==> config.mk <==
export PLATFORM = sky130hd
export DESIGN_NAME = svm_dot_mac
export DESIGN_NICKNAME = d
export VERILOG_FILES = /design/src/rtl/svm_dot_mac.sv
export SDC_FILE = /design/constraint.sdc
export NUM_CORES = 1
export LEC_CHECK = 0
export ABC_AREA = 1
export BUFFER_PORTS_ARGS = -buffer_cell sky130_fd_sc_hd__buf_4
export CORE_UTILIZATION = 30
export CTS_CLUSTER_DIAMETER = 30
export DETAILED_ROUTE_END_ITERATION = 12
export GPL_TIMING_DRIVEN = 1
export PLACE_DENSITY = 0.48
export SLEW_MARGIN = 20
export SYNTH_ARGS = -nofsm -noshare
export SYNTH_HDL_FRONTEND = slang
export SYNTH_SLANG_ARGS = --single-unit
==> constraint.sdc <==
create_clock -name clock -period 6.5 [get_ports clock]
set_input_delay 1.3 -clock clock [delete_from_list [all_inputs] [get_ports clock]]
set_output_delay 1.3 -clock clock [all_outputs]
set_load 0.02 [all_outputs]
==> src/rtl/svm_dot_mac.sv <==
// rtl/svm_dot_mac.sv - LANES-wide dot-product MAC onto a signed bias with a held, handshaked result.
// Optional output clamp to the signed OBITS range enabled by SVM_DOT_MAC_SATURATE_EN.
module svm_dot_mac #(
  parameter int LANES = 4,
  parameter int ABITS = 8,
  parameter int BBITS = 12,
  parameter int PBITS = 40,
  parameter int OBITS = 32,
  parameter int LEN   = 64,
  parameter int CBITS = 16
) (
  input  logic                      clock,
  input  logic                      reset,
  input  logic                      start,
  input  logic signed [PBITS-1:0]   bias,
  input  logic                      in_valid,
  output logic                      in_ready,
  input  logic [LANES*ABITS-1:0]    a,
  input  logic [LANES*BBITS-1:0]    b,
  output logic                      out_valid,
  input  logic                      out_ready,
  output logic signed [OBITS-1:0]   result,
  output logic                      saturated,
  output logic                      busy
);

  localparam int MBITS = ABITS + BBITS + 1;

  typedef enum logic [1:0] {S_IDLE, S_ACCUM, S_DRAIN, S_HOLD} state_t;

  state_t                   state_q;
  logic                     in_ready_q;
  logic                     out_valid_q;
  logic                     saturated_q;
  logic                     busy_q;
  logic                     pv_q;
  logic [CBITS-1:0]         count_q;
  logic signed [PBITS-1:0]  acc_q;
  logic signed [OBITS-1:0]  result_q;
  logic signed [PBITS-1:0]  prod_q [LANES];

  logic signed [MBITS-1:0]  mul_d  [LANES];
  logic signed [PBITS-1:0]  prod_d [LANES];
  logic signed [PBITS-1:0]  psum_d;
  logic signed [OBITS-1:0]  result_d;
  logic                     saturated_d;
  logic                     accept;

  assign accept    = in_valid && in_ready_q;
  assign in_ready  = in_ready_q;
  assign out_valid = out_valid_q;
  assign result    = result_q;
  assign saturated = saturated_q;
  assign busy      = busy_q;

  // A is zero-extended and B sign-extended to MBITS so the signed product is exact.
  always_comb begin
    psum_d = '0;
    for (int i = 0; i < LANES; i++) begin
      mul_d[i]  = $signed({{(BBITS+1){1'b0}}, a[i*ABITS +: ABITS]}) *
                  $signed({{(ABITS+1){b[i*BBITS+BBITS-1]}}, b[i*BBITS +: BBITS]});
      prod_d[i] = {{(PBITS-MBITS){mul_d[i][MBITS-1]}}, mul_d[i]};
      psum_d    = psum_d + prod_q[i];
    end
  end

`ifdef SVM_DOT_MAC_SATURATE_EN
  localparam logic signed [PBITS-1:0] OMAX = {{(PBITS-OBITS+1){1'b0}}, {(OBITS-1){1'b1}}};
  localparam logic signed [PBITS-1:0] OMIN = {{(PBITS-OBITS+1){1'b1}}, {(OBITS-1){1'b0}}};

  always_comb begin
    result_d    = acc_q[OBITS-1:0];
    saturated_d = 1'b0;
    if (acc_q > OMAX) begin
      result_d    = OMAX[OBITS-1:0];
      saturated_d = 1'b1;
    end else if (acc_q < OMIN) begin
      result_d    = OMIN[OBITS-1:0];
      saturated_d = 1'b1;
    end
  end
`else
  always_comb begin
    result_d    = acc_q[OBITS-1:0];
    saturated_d = 1'b0;
  end
`endif

  always_ff @(posedge clock) begin
    if (reset) begin
      state_q     <= S_IDLE;
      in_ready_q  <= 1'b0;
      out_valid_q <= 1'b0;
      saturated_q <= 1'b0;
      busy_q      <= 1'b0;
      pv_q        <= 1'b0;
      count_q     <= '0;
      acc_q       <= '0;
      result_q    <= '0;
      for (int i = 0; i < LANES; i++) prod_q[i] <= '0;
    end else begin
      pv_q <= accept;
      if (accept) begin
        for (int i = 0; i < LANES; i++) prod_q[i] <= prod_d[i];
      end
      if (pv_q) acc_q <= acc_q + psum_d;

      unique case (state_q)
        S_IDLE: begin
          if (start) begin
            acc_q      <= bias;
            count_q    <= '0;
            in_ready_q <= 1'b1;
            busy_q     <= 1'b1;
            state_q    <= S_ACCUM;
          end
        end
        S_ACCUM: begin
          if (accept) begin
            count_q <= count_q + CBITS'(1);
            if (count_q == CBITS'(LEN - 1)) begin
              in_ready_q <= 1'b0;
              state_q    <= S_DRAIN;
            end
          end
        end
        // Wait until the last product has landed in the accumulator before sampling it.
        S_DRAIN: begin
          if (!pv_q) begin
            result_q    <= result_d;
            saturated_q <= saturated_d;
            out_valid_q <= 1'b1;
            state_q     <= S_HOLD;
          end
        end
        S_HOLD: begin
          if (out_ready) begin
            out_valid_q <= 1'b0;
            saturated_q <= 1'b0;
            busy_q      <= 1'b0;
            state_q     <= S_IDLE;
          end
        end
        default: state_q <= S_IDLE;
      endcase
    end
  end

endmodule

### After elaboration in Yosys (flattened, before gate mapping)

Memory sizes are Yosys's and may differ from the RTL's.
Cells that the tools add are included.

| storage, ports and cells | value |
|---|---|
| memories kept | 1 |
| flip-flop bits (word level) | 95 |
| memory bits (read-only) | 0 |
| latch bits | 0 |
| logic and storage cells | 75 |
| bits of input ports | 125 |
| output and inout bits | 36 |
| RAM bits | 160 |

| operators by class | value |
|---|---|
| add/sub/neg operators | 5 |
| reduce and logical (&&, ||, !) cells | 11 |
| multiplexer cells | 31 |
| shifts and indexed selects | 0 |
| equal/unequal tests | 9 |
| bitwise gates (word level) | 5 |
| magnitude comparators | 0 |
| multiply operators | 4 |
| div/mod/pow operators | 0 |

Memories:

| name | depth | width | rd ports | clocked after memory_dff | wr ports | line | RTL |
|---|---|---|---|---|---|---|---|
| prod_q | 4 | 40 | 4 | 0 | 4 | 40 | `logic signed [PBITS-1:0] prod_q [LANES];` |

Operators by type and width:

| cell | number |
|---|---|
| $mux 40 | 7 |
| $add 40x40->40 | 4 |
| $mul 9x12->21 | 4 |
| $mux 16 | 2 |
| $pmux 16 s2 | 1 |
| $add 16x1->16 const B | 1 |
| $eq 16x6->1 const B | 1 |
| $mux 1 | 11 |
| $mux 2 | 5 |
| $ne 2x2->1 const B | 5 |
| $reduce_and 3->1 | 3 |
| $pmux 1 s2 | 4 |
| $pmux 2 s4 | 1 |
| $reduce_bool 2->1 | 3 |
| $reduce_and 5->1 | 1 |
| $eq 2x2->1 const B | 2 |
| $or 1x1->1 | 4 |
| $reduce_and 4->1 | 1 |
| $eq 2x1->1 const B | 1 |
| $logic_not 2->1 | 1 |
| $reduce_and 2->1 | 1 |
| $logic_and 1x1->1 | 1 |
| $not 1->1 | 1 |

### Depth between registers and ports, before layout

An unclocked memory read counts as a cell.

| depth | value |
|---|---|
| word-level depth | 8 |
| depth in mapped cells | 24 |
| mapped depth without buffers | 23 |

### Worst setup path before layout

OpenSTA, ideal clock, no wires.

| path | value |
|---|---|
| path kind | input port to flip-flop |
| start | input a[8] |
| end | memory prod_q[1][38] (data pin) |
| setup time | 0.253 ns |
| path buffers | 1 |
| path slack | 1.271 ns |
| stages on the path | 19 |
| required time | 6.247 ns |
| data arrival time | 4.976 ns |
| cells stage by stage | clkbuf_1 nand2_1 fa_1 inv_1 fa_1 inv_1 fa_1 fa_1 inv_1 ha_1 nand3_1 nand2_1 a21boi_2 o21ai_0 nand3_1 nand2_1 nand2_1 nand2_1 nor2_1 |

RTL lines:

| item | line | RTL |
|---|---|---|
| start, declared | 18 | `input logic [LANES*ABITS-1:0] a,` |
| end, declared | 40 |  |

==> out/metrics.yaml <==
run_status:
  status: "complete, no violations"
global_route:
  grt-ovfl-total: 0
  grt_pass1_wl_mm: 115
  grt_antenna_before_repair: 1
  grtUsageTotal_pct: 16.2
  grt_pass1_vias: 21400
  grt_max_degree: 71
clocking:
  cts_root_buf: "sky130_fd_sc_hd__clkbuf_16"
  clk_pin_slew_ns: 0.07
  cts_tree: "done"
  htree_levels: 4
  clock_insertion_delay_worst_skew_ns: 0.47
  post-cts-setup-buffer-count: 0
  total_clock_buffers_created_by_cts: 17
  clock_sink_count: 170
  clk_buf_depth: 2
  cts_repair_resize_count: 0
  hold_buffers: 0
synth:
  post_synthesis_adder_cell_area_fraction_pct: 40.0
  syn_nets: 4332
  cell_type_with_the_largest_total_area_after_synthesis: "sky130_fd_sc_hd__fa_1"
  ys_warn_count: 0
  top_cells_by_area_synth: "sky130_fd_sc_hd__fa_1 (30%), sky130_fd_sc_hd__inv_1 (16%), sky130_fd_sc_hd__nand2_1 (11%), sky130_fd_sc_hd__ha_1 (9.6%), sky130_fd_sc_hd__edfxtp_1 (9.5%)"
  synth_xor_xnor_area_share_pct: 1.09
  synthesis.area_per_instance_um2: 7.40
  synth_compound_area_share_pct: 8.47
  number_of_instances_in_the_synthesized_netlist: 3598
  synthSimpleGateAreaFrac_pct: 16.6
  number_of_synthesized_flops_with_an_enable_pin: 84
  async_reset_ff_share_pct: 0
  sequential_area_share_after_synthesis_pct: 15.9
  synth.cell_area_um2: 26600
  yosys_reg_bits: 170
  yosysUniqueCellTypes: 45
  synth_mux_area_share_pct: 0
  synth-main-ff-cell: "sky130_fd_sc_hd__dfxtp_1"
  yosysTopAreaCellShare_pct: 30.4
  synth_top_family_by_area: "adder cells"
detailed_routing:
  ant_nets: 0
  detail_route.drc_violations: 0
  vias: 20900
  drt_first_pass_iters: 7
  via_per_inst: 4.32
  initial_detailed_routing_violation_count: 1091
  wirelength_per_cell_um: 14.6
  drt-total-wl_mm: 70.3
timing:
  finalMaxSlewViolations: 0
  setup_viol_count_final: 0
  timing.final.hold_violations: 0
  maxSlewHeadroom_pct: 36.7
  fin_crit_sh_pct: 78.7
  finalWorstPathRequiredPeriod_ns: 5.11
  clock.fmax_mhz: 196
  minimum_hold_slack_ns: 0.477
  worst_pin_slew_ns: 0.949
  setup_tns_ns: 0
  rsz0062_at_grt: "no"
  clock-skew-final_ns: 0.0141
power:
  finalPower_uw: 13200
  pwr_density_cell_nw_per_um2: 451
  vdd.ir_drop.worst_mv: 0.249
  power_leakage_uw: 0.0167
die:
  area_of_the_die_um2: 90000
  core_um2: 87300
  floorplan.io_pins: 161
  dieWidth_um: 300
  fp.dieH_um: 300
  initial_core_util_pct: 30.5
  row_count: 108
critical_path:
  crit_path_end_kind: "flip-flop"
  startpoint_type: "input port"
  arrival_ns: 5.34
  cp.required_ns: 6.72
  worst-path-max-fanout: 12
  crit_type: "in2reg"
placed_design:
  io_buffer_count: 151
  gp_routability_congestion: 0.874
  place.detailed.instances: 4796
  post-dp-hpwl_mm: 59.1
min_path:
  timing.hold.worst.class: "reg2reg"
finish:
  diodes: 0
  layout.cells.non_filler: 4827
  post_route_cells_drive_above_1_share_pct: 5.66
  area_growth_pct: 10.3
  final-seq-area_um2: 4240
  nets_final: 4394
  multi_input_comb_area_um2: 17600
  layout.filler_cells: 9589
run:
  timing.max_cap.violations: 0
[critical path, cell delays in order]
cell	delay [ns]
sky130_fd_sc_hd__buf_4	0.19
sky130_fd_sc_hd__nand2_1	0.10
sky130_fd_sc_hd__fa_1	0.54
sky130_fd_sc_hd__inv_1	0.05
sky130_fd_sc_hd__fa_1	0.48
sky130_fd_sc_hd__fa_1	0.54
sky130_fd_sc_hd__inv_1	0.05
sky130_fd_sc_hd__fa_1	0.47
sky130_fd_sc_hd__inv_1	0.04
sky130_fd_sc_hd__ha_1	0.35
sky130_fd_sc_hd__a21oi_1	0.24
sky130_fd_sc_hd__a21boi_0	0.32
sky130_fd_sc_hd__nand2_1	0.18
sky130_fd_sc_hd__nand3_1	0.10
sky130_fd_sc_hd__nand2_1	0.06
sky130_fd_sc_hd__a21oi_1	0.33
[Yosys cell counts (4+ instances only)]
master and number:
sky130_fd_sc_hd__clkbuf_2 23, sky130_fd_sc_hd__buf_2 5, sky130_fd_sc_hd__a211oi_1 23, sky130_fd_sc_hd__fa_1 404
sky130_fd_sc_hd__a21o_1 8, sky130_fd_sc_hd__o21ai_0 132, sky130_fd_sc_hd__nand2_1 784, sky130_fd_sc_hd__o21bai_1 5
sky130_fd_sc_hd__ha_1 205, sky130_fd_sc_hd__dfxtp_1 86, sky130_fd_sc_hd__a21oi_1 229, sky130_fd_sc_hd__nor3_1 20
sky130_fd_sc_hd__inv_1 1139, sky130_fd_sc_hd__nand4_1 18, sky130_fd_sc_hd__xor2_1 11, sky130_fd_sc_hd__nor2_1 164
sky130_fd_sc_hd__nand3b_1 4, sky130_fd_sc_hd__nand3_1 93, sky130_fd_sc_hd__xnor2_1 22, sky130_fd_sc_hd__edfxtp_1 84
sky130_fd_sc_hd__a21boi_0 4, sky130_fd_sc_hd__and2_1 5, sky130_fd_sc_hd__o21a_1 9, sky130_fd_sc_hd__or2_2 5
sky130_fd_sc_hd__clkbuf_1 85
[through the flow]
| stage | utilization [%] | worst slack [ns] | instance area [µm²] |
|---|---|---|---|
| detailed placement | 33.0 | 0.911 | 28800 |
| CTS | 33.6 | 1.39 | 29400 |
| global placement | 33.0 | 0.899 | 28800 |
| finish | 33.6 | 1.39 | 29400 |
| floorplan | - | 1.27 | 26600 |
| global route | 33.6 | 1.10 | 29400 |
[cells by family (layout without fill, tap and decap cells)]
kind of cell / count (synthesis) / in the layout
AND/OR/NAND/NOR: 1104 / 1104
buffers and inverters: 1261 / 1335
AO/OA/AOI/OAI: 420 / 420
adder cells (fa/ha/maj): 609 / 609
flip-flops: 170 / 170
XOR/XNOR: 33 / 33
other: 1 / 1
[registers in the layout, summed over array words and instances, names as in the netlist]
name	count
pv_q	1
result	32
busy	1
in_ready	1
acc_q	32
count_q	16
state_q	2
prod_q	84
out_valid	1
[where the power goes]
group | internal [µW] | total [µW] | switching (µW) | leakage, µW
logic | 3690 | 10700 | 7000 | 0.0148
registers | 1390 | 1540 | 154 | 0.00158
clock network | 529 | 1010 | 485 | 0.000262
total | 5610 | 13200 | 7640 | 0.0167
[cell usage in the layout (no fill, tap or decap), drive strengths merged, types with 18 or more instances in the layout]
| master | synthesis | routed |
|---|---|---|
| inv | 1142 | 1146 |
| nand2 | 785 | 785 |
| fa | 404 | 404 |
| a21oi | 230 | 230 |
| ha | 205 | 205 |
| nor2 | 168 | 168 |
| buf | 9 | 160 |
| o21ai | 137 | 137 |
| nand3 | 94 | 94 |
| dfxtp | 86 | 86 |
| edfxtp | 84 | 84 |
| a211oi | 23 | 23 |
| xnor2 | 22 | 22 |
| nor3 | 20 | 20 |
| nand4 | 18 | 18 |
| clkbuf | 108 | 18 |
[final cells by class]
type                            instances  share of cell area [%]
Clock buffer                           18                    1.46
Clock inverter                         13                   0.409
Inverter                             1144                    14.6
Multi-Input combinational cell       2167                    60.0
Sequential cell                       170                    14.5
Tap cell                             1155                    4.92
Timing Repair Buffer                  160                    4.09
[layer usage]
| layer | share of wire (%) | track usage, % | wire (µm) | vias up |
|---|---|---|---|---|
| met3 | 3.0 | 1.61 | 2090 | 50 |
| met4 | 1.8 | 3.71 | 1270 | 0 |
| met2 | 48 | 27.8 | 33600 | 295 |
| met5 | 0 | 0 | 0 | - |
| li1 | - | - | - | 10600 |
| met1 | 47 | 22.0 | 33400 | 9915 |
[worst paths after layout]
path                                from                     endpoint  slack [ns]  depth (start not counted)
max                                a[25]  prod_q[3][38]$_SDFFCE_PN0P_        1.39                         16
min                    busy$_SDFFE_PP0P_            busy$_SDFFE_PP0P_        0.48                          2
max reg2reg  prod_q[2][38]$_SDFFCE_PN0P_         acc_q[23]$_SDFF_PP0_        1.98                         16
min reg2reg            busy$_SDFFE_PP0P_            busy$_SDFFE_PP0P_        0.48                          2
Note: power is estimated with default switching activity, not from simulation.
